<file path="config.mk">
export PLATFORM = sky130hd
export DESIGN_NAME = sync_fifo
export DESIGN_NICKNAME = d
export VERILOG_FILES = /design/src/rtl/sync_fifo_pkg.sv /design/src/rtl/sync_fifo_mem.sv /design/src/rtl/sync_fifo.sv
export SDC_FILE = /design/constraint.sdc
export NUM_CORES = 1
export LEC_CHECK = 0
export CORE_MARGIN = 2
export CORE_UTILIZATION = 60
export DETAILED_ROUTE_END_ITERATION = 6
export PLACE_DENSITY = 0.75
export REMOVE_ABC_BUFFERS = 1
export SYNTH_ARGS = -nofsm -noshare
export SYNTH_HDL_FRONTEND = slang
export SYNTH_SLANG_ARGS = --single-unit
</file>
<file path="constraint.sdc">
create_clock -name clk -period 6.1 [get_ports clk]
set_input_delay 1.22 -clock clk [delete_from_list [all_inputs] [get_ports clk]]
set_output_delay 1.22 -clock clk [all_outputs]
set_load 0.01 [all_outputs]
</file>
<file path="src/rtl/sync_fifo_pkg.sv">
// Purpose: shared defaults and helpers for the sync_fifo byte buffer.
// Latency: n/a (constants and a pure function only).
// Backpressure: n/a.
//
// Contents: default DATA_W / DEPTH, and ptr_width() which returns the
// pointer width (address bits plus one wrap bit) for a given depth.
package sync_fifo_pkg;

  localparam int DEFAULT_DATA_W = 8;
  localparam int DEFAULT_DEPTH  = 16;

  // Pointer width = address width + 1 wrap bit used to tell full from empty.
  function automatic int ptr_width(input int depth);
    return $clog2(depth) + 1;
  endfunction

endpackage

</file>
<file path="src/rtl/sync_fifo_mem.sv">
// Purpose: DEPTH x DATA_W register array backing the sync_fifo storage.
// Latency: write lands on the rising edge; read is combinational from raddr.
// Backpressure: none; the caller decides when we is asserted.
//
// Ports: clk (write clock), we/waddr/wdata (synchronous write port),
//        raddr/rdata (asynchronous read port). Contents are never reset.
module sync_fifo_mem
  import sync_fifo_pkg::*;
#(
  parameter int DATA_W = DEFAULT_DATA_W,
  parameter int DEPTH  = DEFAULT_DEPTH,
  parameter int ADDR_W = $clog2(DEPTH)
) (
  input  logic              clk,
  input  logic              we,
  input  logic [ADDR_W-1:0] waddr,
  input  logic [DATA_W-1:0] wdata,
  input  logic [ADDR_W-1:0] raddr,
  output logic [DATA_W-1:0] rdata
);

  logic [DATA_W-1:0] mem [DEPTH];

  always_ff @(posedge clk) begin
    if (we) begin
      mem[waddr] <= wdata;
    end
  end

  assign rdata = mem[raddr];

endmodule

</file>
<file path="src/rtl/sync_fifo.sv">
// Purpose: single-clock FIFO with registered read data and full/empty flags.
// Latency: write visible to a read from the next cycle; rdata valid 1 cycle after an accepted read.
// Backpressure: writes while full and reads while empty are silently dropped.
//
// Ports: clk, rst_n (async active-low), wr_en/wdata (push), rd_en (pop),
//        rdata (registered head data), empty, full.
// Optional: define SYNC_FIFO_ASSERT_EN to compile in simulation-only
//           overflow/underflow/flag-consistency assertions.
module sync_fifo
  import sync_fifo_pkg::*;
#(
  parameter int DATA_W = DEFAULT_DATA_W,
  parameter int DEPTH  = DEFAULT_DEPTH,
  parameter int ADDR_W = $clog2(DEPTH)
) (
  input  logic              clk,
  input  logic              rst_n,
  input  logic              wr_en,
  input  logic              rd_en,
  input  logic [DATA_W-1:0] wdata,
  output logic [DATA_W-1:0] rdata,
  output logic              empty,
  output logic              full
);

  localparam int PTR_W = ptr_width(DEPTH);

  logic [PTR_W-1:0]  wr_ptr;
  logic [PTR_W-1:0]  rd_ptr;
  logic              wr_acc;
  logic              rd_acc;
  logic [DATA_W-1:0] mem_rdata;

  // Flags decode registered pointers only, so they never depend
  // combinationally on wr_en / rd_en.
  assign empty = (wr_ptr == rd_ptr);
  assign full  = (wr_ptr[ADDR_W-1:0] == rd_ptr[ADDR_W-1:0]) &&
                 (wr_ptr[ADDR_W] != rd_ptr[ADDR_W]);

  assign wr_acc = wr_en && !full;
  assign rd_acc = rd_en && !empty;

  sync_fifo_mem #(
    .DATA_W (DATA_W),
    .DEPTH  (DEPTH),
    .ADDR_W (ADDR_W)
  ) u_mem (
    .clk   (clk),
    .we    (wr_acc),
    .waddr (wr_ptr[ADDR_W-1:0]),
    .wdata (wdata),
    .raddr (rd_ptr[ADDR_W-1:0]),
    .rdata (mem_rdata)
  );

  always_ff @(posedge clk or negedge rst_n) begin
    if (!rst_n) begin
      wr_ptr <= '0;
      rd_ptr <= '0;
      rdata  <= '0;
    end else begin
      if (wr_acc) begin
        wr_ptr <= wr_ptr + PTR_W'(1);
      end
      if (rd_acc) begin
        // Head is captured at the same edge the pointer advances, so an
        // entry written this cycle is never bypassed to rdata.
        rdata  <= mem_rdata;
        rd_ptr <= rd_ptr + PTR_W'(1);
      end
    end
  end

`ifdef SYNC_FIFO_ASSERT_EN
  a_no_overflow : assert property (@(posedge clk) disable iff (!rst_n) !(wr_en && full))
    else $error("sync_fifo: write attempted while full");
  a_no_underflow : assert property (@(posedge clk) disable iff (!rst_n) !(rd_en && empty))
    else $error("sync_fifo: read attempted while empty");
  a_flags_exclusive : assert property (@(posedge clk) disable iff (!rst_n) !(full && empty))
    else $error("sync_fifo: full and empty both high");
`else
  // Assertions not compiled in; functional behaviour is identical.
`endif

endmodule

</file>
==> qor.log, run 1 <==
qor: route.via_per_inst 5.93
qor: grt.grt_max_degree 37
qor: timing.timing_hold_violations_final 0
qor: clocking.cts-resized-gates 0
qor: logic_synthesis.syn_area 0.00590 mm²
qor: die.die_area 0.0107 mm²
qor: clocking.cts_setup_buffers 0
qor: clocking.cts_max_level 4
qor: pwr.maximum_ir_drop_on_the_vdd_rail 0.337 mV
qor: worst_setup_path.required 4880 ps
qor: logic_synthesis.async_flop_share 0.123
qor: logic_synthesis.post_synth_and_or_nand_nor_area_fraction 0.0364
qor: timing.achievable-frequency 267 MHz
qor: timing.setup-tns-final 0 ps
qor: pwr.power.net_switching 0.933 mW
qor: final_layout.final_net_count 330
qor: die.row_count 36
qor: die.dieWidth 103 µm
qor: pwr.power 3.26 mW
qor: route.avgRoutedWirePerCell 22.6 µm
qor: die.initial_core_util 0.610
qor: logic_synthesis.ys_seq_elements 146
qor: worst_setup_path.crit_path_max_fanout 36
qor: worst_setup_path.family_with_the_most_delay_on_the_worst_path buffers and inverters
qor: placed_design.io_buffers 21
qor: pwr.pwr-share-clk 0.298
qor: logic_synthesis.synth_top_family_by_area multiplexers
qor: pwr.total_leakage_power 2.33 nW
qor: pwr.cellInternalPower 2.33 mW
qor: placed_design.place.detailed.hpwl 6500 µm
qor: clocking.cts_made_buffers 17
qor: grt.grt_first_pass_wirelength 15700 µm
qor: die.core_region_area 0.00968 mm²
qor: pwr.power.switching_fraction 0.286
qor: pwr.power_frac_comb 0.294
qor: logic_synthesis.xor_xnor_share_of_the_synthesized_area 0.0208
qor: logic_synthesis.ys_seq_area_frac 0.727
qor: die.floorplan.io_pins 22
qor: timing.period_minus_slack 3740 ps
qor: worst_setup_path.crit_start_category flip-flop
qor: grt.grt_pass1_vias 2788
qor: final_layout.synthToLayoutAreaGrowth 14.3%
qor: clocking.clock_tree.buffer_depth 2
qor: clocking.cts_num_sinks 146
qor: route.dr_total_vias 2724
qor: logic_synthesis.postSynthCellCount 285
qor: final_layout.drive_gt1_frac 0.190
qor: die.overall_die_height 103 µm
qor: timing.setup_viol 0
qor: worst_setup_path.setup.worst_path.class flip-flop to output pin
qor: logic_synthesis.yosysWarnings 0
qor: clocking.cts.root.buffer_cell clkbuf_8
qor: worst_setup_path.cp_slowest_cell clkdlybuf4s50_1
qor: logic_synthesis.synth_compound_area_frac 0.0324
qor: timing.setup_repair_after_global_routing_missed_its_margin no
qor: logic_synthesis.synth_enable_flop_cells 128
qor: pwr.share_of_power_burned_in_registers 0.408
qor: final_layout.num-fill-cells 600
qor: route.drt_first_pass_iters 4
qor: clocking.tritoncts yes
qor: route.ant_nets 0
qor: worst_setup_path.timing.critical_path.cells buf_4 -> xnor2_1 -> nand4_4 -> nor2_1 -> clkdlybuf4s50_1
qor: logic_synthesis.synthFlopType edfxtp_1
qor: worst_setup_path.path_buf_inv 2
qor: clocking.cts_hold_bufs 0
qor: route.detail_route.wirelength 10400 µm
qor: route.drtIter0Drc 204
qor: logic_synthesis.synth_fa_ha_area_frac 0.0106
qor: timing.max-slew-margin-rel 0.164
qor: grt.globalRoute.totalOverflow 0
qor: logic_synthesis.synthMuxAreaShare 0.153
qor: worst_setup_path.critPathArrivalTime 2520 ps
qor: status.result_of_the_run complete, no violations
qor: route.route.detailed.drc 0
qor: run.drv_cap 0
qor: timing.timing.final.crit_share 0.613
qor: grt.overall_global_routing_resource_usage 0.216
qor: worst_setup_path.timing.critical_path.slowest_cell_delay 540 ps
qor: logic_synthesis.netlist-cell-type-count 29
qor: logic_synthesis.synth.avg_cell_area 20.7 µm²
qor: placed_design.routabilityCongestion 0.732
qor: timing.worst_slew_pin_slew 1240 ps
qor: final_layout.antenna_cells_inserted 0
qor: worst_hold_path.hold_path_class flip-flop to flip-flop
qor: clocking.path_clk_slew 60 ps
qor: timing.final-max-slew-violation-count 0
qor: clocking.clk_latency 530 ps
qor: worst_setup_path.end_kind output pin
qor: timing.finClkSkew 10.0 ps
qor: pwr.power_per_cell_area 483 mW/mm²
qor: grt.initial_antenna_violation_count 0
[worst paths after layout]
path | startpoint | endpoint | slack, ps | cells past startpoint
setup / recovery | rd_ptr[0] | empty | 2360 | 5
hold / removal | rdata[7] | rdata[7] | 520 | 1
setup reg to reg | rd_ptr[0] | u_mem.mem[3][1] | 3210 | 5
hold reg to reg | rdata[7] | rdata[7] | 520 | 1
max in group asynchronous | rst_n | rd_ptr[0] | 4270 | 1
min in group asynchronous | rst_n | rdata[7] | 1210 | 1
[routing by layer]
layer  global-route usage  vias to the layer above  wire [µm]
li1                     -                     1221          -
met1                0.300                     1424       4580
met2                0.332                       66       5230
met3               0.0598                       13        460
met4               0.0881                        0        112
met5                    0                        -          0
[logic make-up after synthesis]
group	after synthesis
flops	146
xor+xnor	14
simple gates	37
compound gates	24
mux	42
fa+ha+maj	5
buf+inv	17
[cells in the final DEF, fill, tap and decap left out, types with 2 or more instances in the layout]
| master | count |
|---|---|
| nor2b_1 | 6 |
| and2_1 | 3 |
| clkinv_1 | 3 |
| dfrtp_1 | 17 |
| nand2_1 | 8 |
| clkdlybuf4s50_1 | 21 |
| o2111ai_1 | 2 |
| mux4_2 | 23 |
| edfxtp_1 | 128 |
| mux2_4 | 9 |
| bufinv_16 | 2 |
| clkbuf_1 | 5 |
| clkinv_2 | 2 |
| xnor2_1 | 13 |
| buf_4 | 2 |
| and3_1 | 14 |
| o211ai_1 | 4 |
| ha_1 | 5 |
| clkbuf_8 | 4 |
| nor2_1 | 4 |
| clkbuf_16 | 16 |
| a22oi_1 | 16 |
| inv_1 | 3 |
| mux4_1 | 9 |
[through the flow]
step	hold WS, ps	utilization	instance area, µm²	setup slack (ps)	cells
after floorplan	502	-	5800	2830	271
after global placement	493	0.639	6190	2890	427
after detailed placement	502	0.639	6190	2670	427
after CTS	520	0.697	6750	2280	459
after global routing	532	0.697	6750	2190	459
final	515	0.697	6750	2360	459
[flip-flops by register name, summed over array words and instances, names as in the netlist]
register and cells:
u_mem.mem 128, rd_ptr 5, wr_ptr 5, rdata 8
[layout make-up]
class | count | area, µm² | area share
Multi-Input combinational cell | 122 | 1490 | 0.221
Clock buffer | 25 | 474 | 0.0703
Clock inverter | 7 | 81.3 | 0.0121
Timing Repair Buffer | 23 | 225 | 0.0334
Sequential cell | 146 | 4300 | 0.637
Inverter | 3 | 11.3 | 0.00167
Tap cell | 133 | 166 | 0.0247
[cell usage after synthesis (2+ instances only)]
master | instances | area share
edfxtp_1 | 128 | 0.65
mux4_2 | 23 | 0.088
dfrtp_1 | 18 | 0.076
a22oi_1 | 16 | 0.020
and3_1 | 14 | 0.015
xnor2_1 | 13 | 0.019
mux2_4 | 9 | 0.023
mux4_1 | 9 | 0.040
nand2_1 | 8 | 0.0051
nor2b_1 | 6 | 0.0064
ha_1 | 5 | 0.011
clkbuf_1 | 4 | 0.0025
nor2_1 | 4 | 0.0025
o211ai_1 | 4 | 0.0051
and2_1 | 3 | 0.0032
buf_6 | 3 | 0.0057
inv_1 | 3 | 0.0019
buf_1 | 2 | 0.0013
buf_2 | 2 | 0.0017
o2111ai_1 | 2 | 0.0030
[power groups by stage]
stage	clock [mW]	sequential [mW]	combinational (mW)
2_1_floorplan	0	1.41	0.608
3_3_place_gp	0	1.34	0.934
3_5_place_dp	0	1.35	0.957
4_1_cts	0.987	1.33	0.970
5_1_grt	1.03	1.34	1.04
6_report	0.973	1.33	0.958
[worst reg2reg max path, cell delays in order, from the launching register on]
cell      delay, ps
dfrtp_2         340
buf_4           520
xnor2_1         230
nand4_4         170
o211ai_1        230
nor3_1         1010
No activity file was read; power rests on OpenSTA's default activity.
==> run 2: changes to the inputs <==
Clock period 6.1 ns to 3.8 ns, I/O delays scaled along.
==> run 2 against run 1 <==
Sequential cell count stayed put. Combinational power is 63% higher. Wire length increased by 8.7%. Clock skew is 1.0 ps higher. Core utilization decreased by 0.34 points. Register-to-register slack got worse by 1800 ps. Non-clock buffer count rose by 1. Critical path depth decreased by 1. Design area is 0.48% lower. Critical path type unchanged. Die area stayed put. Sequential power up 62%.
==> qor.log, run 2 (same netlist as run 1, synthesis figures left out) <==
qor: timing.period_minus_slack 2980 ps
qor: final_layout.final-seq-area 0.00430 mm² [unchanged]
qor: timing.final-max-slew-violation-count 0 [unchanged]
qor: timing.setup-tns-final 0 ps [unchanged]
qor: clocking.cts.root.buffer_cell clkbuf_8
qor: pwr.power_per_cell_area 771 mW/mm² [+60%]
qor: grt.initial_antenna_violation_count 0 [unchanged]
qor: clocking.cts_hold_bufs 0 [unchanged]
qor: worst_setup_path.setup.worst_path.class flip-flop to output pin
qor: die.row_count 36 [unchanged]
qor: clocking.cts_setup_buffers 0 [unchanged]
qor: placed_design.routabilityCongestion 0.756 [+3.3%]
qor: worst_setup_path.end_kind output pin
qor: pwr.power 5.17 mW [+59%]
qor: final_layout.synthToLayoutAreaGrowth 13.7%
qor: route.met3WireLength 770 µm [+67%]
qor: worst_setup_path.critPathArrivalTime 2220 ps [-300 ps]
qor: clocking.clock_tree.buffer_depth 2 [unchanged]
qor: die.initial_core_util 0.610 [unchanged]
qor: clocking.tritoncts yes
qor: final_layout.largest_registers u_mem.mem (128), rdata (8)
qor: final_layout.final_net_count 331 [+0.30%]
qor: route.ant_nets 0 [unchanged]
qor: timing.setup_viol 0 [unchanged]
qor: final_layout.drive_gt1_frac 0.199 [+0.00859]
qor: route.route.met2.wl 5550 µm [+6.1%]
qor: timing.finClkSkew 11.1 ps [+1.04 ps]
qor: grt.grt_pass1_vias 2839 [+1.8%]
qor: pwr.maximum_ir_drop_on_the_vdd_rail 0.425 mV [+26%]
qor: final_layout.num-fill-cells 603 [+0.50%]
qor: placed_design.place.detailed.hpwl 6850 µm [+5.4%]
qor: final_layout.multi_input_comb_area 0.00149 mm² [unchanged]
qor: clocking.clk_latency 530 ps [about the same]
qor: grt.overall_global_routing_resource_usage 0.240 [+0.0234]
qor: grt.grt_max_degree 36 [-2.7%]
qor: route.detail_route.wirelength 11300 µm [+8.7%]
qor: timing.max-slew-margin-rel 0.395 [+0.231]
qor: grt.grt_first_pass_wirelength 17100 µm [+8.6%]
qor: final_layout.antenna_cells_inserted 0 [unchanged]
qor: route.routedLengthMet1 4800 µm [+4.9%]
qor: worst_setup_path.crit_start_category flip-flop
qor: route.route.detailed.drc 0 [unchanged]
qor: clocking.cts-resized-gates 0 [unchanged]
qor: timing.timing_hold_violations_final 0 [unchanged]
qor: timing.timing.final.crit_share 0.784
qor: die.die_area 0.0107 mm² [unchanged]
qor: timing.achievable-frequency 336 MHz
qor: clocking.cts_made_buffers 17 [unchanged]
qor: worst_hold_path.hold_path_class flip-flop to flip-flop
qor: clocking.cts_num_sinks 146 [unchanged]
qor: route.avgRoutedWirePerCell 24.5 µm [+8.4%]
qor: die.core_region_area 0.00968 mm² [unchanged]
qor: route.dr_total_vias 2837 [+4.1%]
qor: final_layout.most_common_library_cell_in_the_layout_ignoring_fill_and_taps edfxtp_1
qor: status.result_of_the_run complete, no violations
qor: die.floorplan.io_pins 22 [unchanged]
qor: final_layout.largest_reg_flops 128 [unchanged]
qor: final_layout.most-common-layout-cells 128 x edfxtp_1, 23 x mux4_2, 21 x clkdlybuf4s50_1
qor: clocking.path_clk_slew 60 ps [about the same]
qor: worst_setup_path.required 3040 ps [-1840 ps]
qor: route.via_per_inst 6.17 [+3.9%]
qor: final_layout.top_register u_mem.mem
qor: placed_design.io_buffers 21 [unchanged]
qor: route.top_layer_used met4
qor: die.overall_die_height 103 µm [unchanged]
qor: pwr.total_leakage_power 2.31 nW [-0.68%]
qor: timing.setup_repair_after_global_routing_missed_its_margin no
qor: route.drtIter0Drc 174 [-15%]
qor: die.dieWidth 103 µm [unchanged]
qor: route.drt_first_pass_iters 4 [unchanged]
qor: run.drv_cap 0 [unchanged]
qor: grt.globalRoute.totalOverflow 0 [unchanged]
qor: clocking.cts_max_level 4 [unchanged]
qor: worst_setup_path.crit_path_max_fanout 10 [-72%]
qor: timing.worst_slew_pin_slew 905 ps [-340 ps]
==> run 2: changes by cell type in the layout (fill, tap and decap cells not counted) <==
| cell | change |
|---|---|
| buf_4 | +1 |
| bufinv_16 | -1 |
| clkbuf_1 | -4 |
| clkbuf_8 | -3 |
| clkinv_1 | +2 |
| clkinv_2 | +3 |
| clkinv_4 | +1 |
| clkinvlp_4 | +2 |
==> run 2: layout make-up <==
class                           count  area share
Clock buffer                       18      0.0622
Multi-Input combinational cell    122       0.222
Timing Repair Buffer               24      0.0347
Tap cell                          133      0.0248
Sequential cell                   146       0.640
Clock inverter                     14      0.0145
Inverter                            3     0.00168
==> run 2: through the flow <==
| stage | instances | hold slack (ps) | setup WS [ps] | area (µm²) | util |
|---|---|---|---|---|---|
| final | 460 | 516 | 821 | 6710 | 0.693 |
| after global placement | 428 | 496 | 1230 | 6200 | 0.640 |
| after CTS | 460 | 519 | 797 | 6710 | 0.693 |
| after global routing | 460 | 537 | 665 | 6710 | 0.693 |
| after floorplan | 271 | 464 | 753 | 5800 | - |
| after detailed placement | 428 | 497 | 1170 | 6200 | 0.640 |
==> run 2: critical path, stage by stage, from the launching register on <==
cell and delay, ps:
dfrtp_1 480, xnor2_1 300, nand4_4 220, nor2_1 140, clkdlybuf4s50_1 540
==> run 2: layer usage <==
metal | GRT usage | vias to the layer above
met4 | 0.0881 | 0
met2 | 0.373 | 105
met3 | 0.0672 | 15
met1 | 0.331 | 1489
met5 | 0 | -
li1 | - | 1228
==> run 2: power breakdown <==
| part | total, mW | internal [mW] | switching, mW |
|---|---|---|---|
| sequential | 2.15 | 2.00 | 0.154 |
| combinational | 1.56 | 0.765 | 0.795 |
| clock | 1.46 | 0.849 | 0.615 |
| total | 5.17 | 3.61 | 1.56 |
==> run 2: path summary, 6_finish.rpt <==
check	to	depth (start not counted)	slack, ps	from
max	empty	4	820	rd_ptr[3]
min	rdata[3]	1	520	rdata[3]
max reg2reg	rdata[7]	5	1370	rd_ptr[0]
min reg2reg	rdata[3]	1	520	rdata[3]
max in group asynchronous	rd_ptr[0]	1	2460	rst_n
min in group asynchronous	rd_ptr[3]	1	730	rst_n
==> run 3: changes to the inputs <==
Clock period 3.8 ns to 3.06 ns, I/O delays scaled along.
==> run 3 against run 2 <==
Sequential cell count unchanged. Setup slack worse by 570 ps. Clock skew down 3.2 ps. Register-to-register slack worse by 500 ps. First-iteration DRC count down 2.3%. Power up 30%. Die area unchanged. Sequential share of layout area down 1.0 points. Worst hold slack worse by 88 ps. Core utilization up 1.1 points. Wire length up 2.6%. Critical path depth unchanged. Critical path type unchanged.
==> qor.log, run 3 (same netlist as run 1, synthesis figures left out) <==
qor: timing.timing.final.crit_share 0.919
qor: die.row_count 36 [unchanged]
qor: clocking.path_clk_slew 60 ps [about the same]
qor: worst_setup_path.timing.critical_path.slowest_cell_delay 540 ps [about the same]
qor: final_layout.stdcell_count 464 [+0.87%]
qor: worst_setup_path.critPathArrivalTime 2200 ps [-20 ps]
qor: route.detail_route.wirelength 11600 µm [+2.6%]
qor: route.ant_nets 0 [unchanged]
qor: final_layout.top_register u_mem.mem
qor: placed_design.routabilityCongestion 0.788 [+4.3%]
qor: route.via_per_inst 6.12 [-0.72%]
qor: worst_setup_path.family_with_the_most_delay_on_the_worst_path buffers and inverters
qor: die.dieWidth 103 µm [unchanged]
qor: worst_setup_path.crit_start_category flip-flop
qor: clocking.cts-resized-gates 0 [unchanged]
qor: worst_setup_path.timing.critical_path.cells xnor2_1 -> nand4_4 -> nor2_1 -> clkdlybuf4s50_1
qor: timing.setup_repair_after_global_routing_missed_its_margin no
qor: timing.setup-tns-final 0 ps [unchanged]
qor: die.overall_die_height 103 µm [unchanged]
qor: placed_design.io_buffers 21 [unchanged]
qor: clocking.clock_tree.buffer_depth 2 [unchanged]
qor: pwr.power 6.70 mW [+30%]
qor: route.top_layer_used met4
qor: route.met3WireLength 689 µm [-11%]
qor: pwr.maximum_ir_drop_on_the_vdd_rail 0.602 mV [+42%]
qor: die.core_region_area 0.00968 mm² [unchanged]
qor: final_layout.final_net_count 335 [+1.2%]
qor: final_layout.largest_registers u_mem.mem (128), rdata (8)
qor: die.die_area 0.0107 mm² [unchanged]
qor: clocking.cts_hold_bufs 0 [unchanged]
qor: grt.globalRoute.totalOverflow 0 [unchanged]
qor: route.routedLengthMet1 4830 µm [+0.60%]
qor: grt.overall_global_routing_resource_usage 0.242 [+0.00241]
qor: worst_setup_path.required 2450 ps [-590 ps]
qor: timing.worst_slew_pin_slew 754 ps [-150 ps]
qor: worst_setup_path.cp_slowest_cell clkdlybuf4s50_1
qor: clocking.cts_num_sinks 146 [unchanged]
qor: die.floorplan.io_pins 22 [unchanged]
qor: timing.finClkSkew 7.88 ps [-3.18 ps]
qor: die.initial_core_util 0.610 [unchanged]
qor: worst_setup_path.setup.worst_path.class flip-flop to output pin
qor: run.drv_cap 0 [unchanged]
qor: status.result_of_the_run complete, no violations
qor: timing.period_minus_slack 2810 ps
qor: timing.achievable-frequency 355 MHz
qor: clocking.cts_max_level 4 [unchanged]
qor: timing.max-slew-margin-rel 0.495 [+0.100]
qor: pwr.total_leakage_power 2.37 nW [+2.5%]
qor: clocking.tritoncts yes
qor: timing.setup_viol 0 [unchanged]
qor: grt.initial_antenna_violation_count 0 [unchanged]
qor: grt.grt_pass1_vias 2862 [+0.81%]
qor: timing.final-max-slew-violation-count 0 [unchanged]
qor: clocking.cts_made_buffers 17 [unchanged]
qor: grt.grt_max_degree 36 [unchanged]
qor: clocking.cts_setup_buffers 0 [unchanged]
qor: final_layout.synthToLayoutAreaGrowth 15.6%
qor: worst_setup_path.end_kind output pin
qor: timing.timing_hold_violations_final 0 [unchanged]
qor: placed_design.place.detailed.hpwl 7080 µm [+3.4%]
qor: placed_design.place.detailed.instances 432 [+0.93%]
qor: final_layout.most_common_library_cell_in_the_layout_ignoring_fill_and_taps edfxtp_1
qor: worst_setup_path.crit_path_max_fanout 10 [unchanged]
qor: worst_setup_path.path_buf_inv 1 [unchanged]
qor: final_layout.most-common-layout-cells 128 x edfxtp_1, 23 x mux4_2, 21 x clkdlybuf4s50_1
qor: route.drtIter0Drc 170 [-2.3%]
qor: worst_hold_path.hold_path_class primary input to asynchronous set/reset pin
qor: pwr.power_per_cell_area 983 mW/mm² [+28%]
qor: grt.grt_first_pass_wirelength 17400 µm [+2.1%]
qor: route.avgRoutedWirePerCell 24.9 µm [+1.7%]
qor: worst_setup_path.setup.reg_to_reg.worst_slack 870 ps [-500 ps]
qor: final_layout.drive_gt1_frac 0.221 [+0.0218]
qor: route.route.detailed.drc 0 [unchanged]
qor: final_layout.antenna_cells_inserted 0 [unchanged]
qor: route.route.met2.wl 5880 µm [+6.1%]
qor: final_layout.num-fill-cells 571 [-5.3%]
qor: route.drt_first_pass_iters 4 [unchanged]
qor: clocking.cts.root.buffer_cell clkbuf_8
qor: final_layout.largest_reg_flops 128 [unchanged]
qor: clocking.clk_latency 520 ps [about the same]
qor: route.dr_total_vias 2841 [+0.14%]
-- run 3: routing by layer --
metal	global-route usage	vias to the layer above
met5	0	-
met4	0.0638	0
li1	-	1234
met3	0.0746	11
met1	0.330	1478
met2	0.389	118
-- run 3: stage by stage --
| stage | setup WS (ps) | hold WS [ps] | util | instance area [µm²] |
|---|---|---|---|---|
| finish | 247 | 428 | 0.705 | 6820 |
| global route | 108 | 458 | 0.705 | 6820 |
| CTS | 223 | 416 | 0.705 | 6820 |
| detailed placement | 613 | 500 | 0.643 | 6230 |
| global placement | 642 | 494 | 0.643 | 6230 |
| floorplan | 13.2 | 316 | - | 5800 |
-- run 3: power breakdown --
group	internal, mW	leakage, nW	switching [mW]
clock network	1.25	0.289	0.809
logic	0.966	0.714	1.01
registers	2.48	1.37	0.188
total	4.69	2.37	2.01
-- run 3: path summary, 6_finish.rpt --
path	from	end	cells past startpoint
hold reg to reg	rdata[0]	rdata[0]	1
setup reg to reg	rd_ptr[3]	u_mem.mem[8][0]	4
min in group clk	rdata[0]	rdata[0]	1
hold / removal	rst_n	rdata[5]	2
setup / recovery	rd_ptr[3]	empty	4
max in group asynchronous	rst_n	rd_ptr[0]	2
-- run 3: cell type report --
type,instances,area [µm²],share of cell area
multi-input combinational,122,1490,0.219
tap,133,166,0.0244
clock buffer,17,414,0.0607
inverter,3,11.3,0.00165
clock inverter,15,180,0.0264
sequential,146,4300,0.630
timing repair buffer,28,263,0.0385
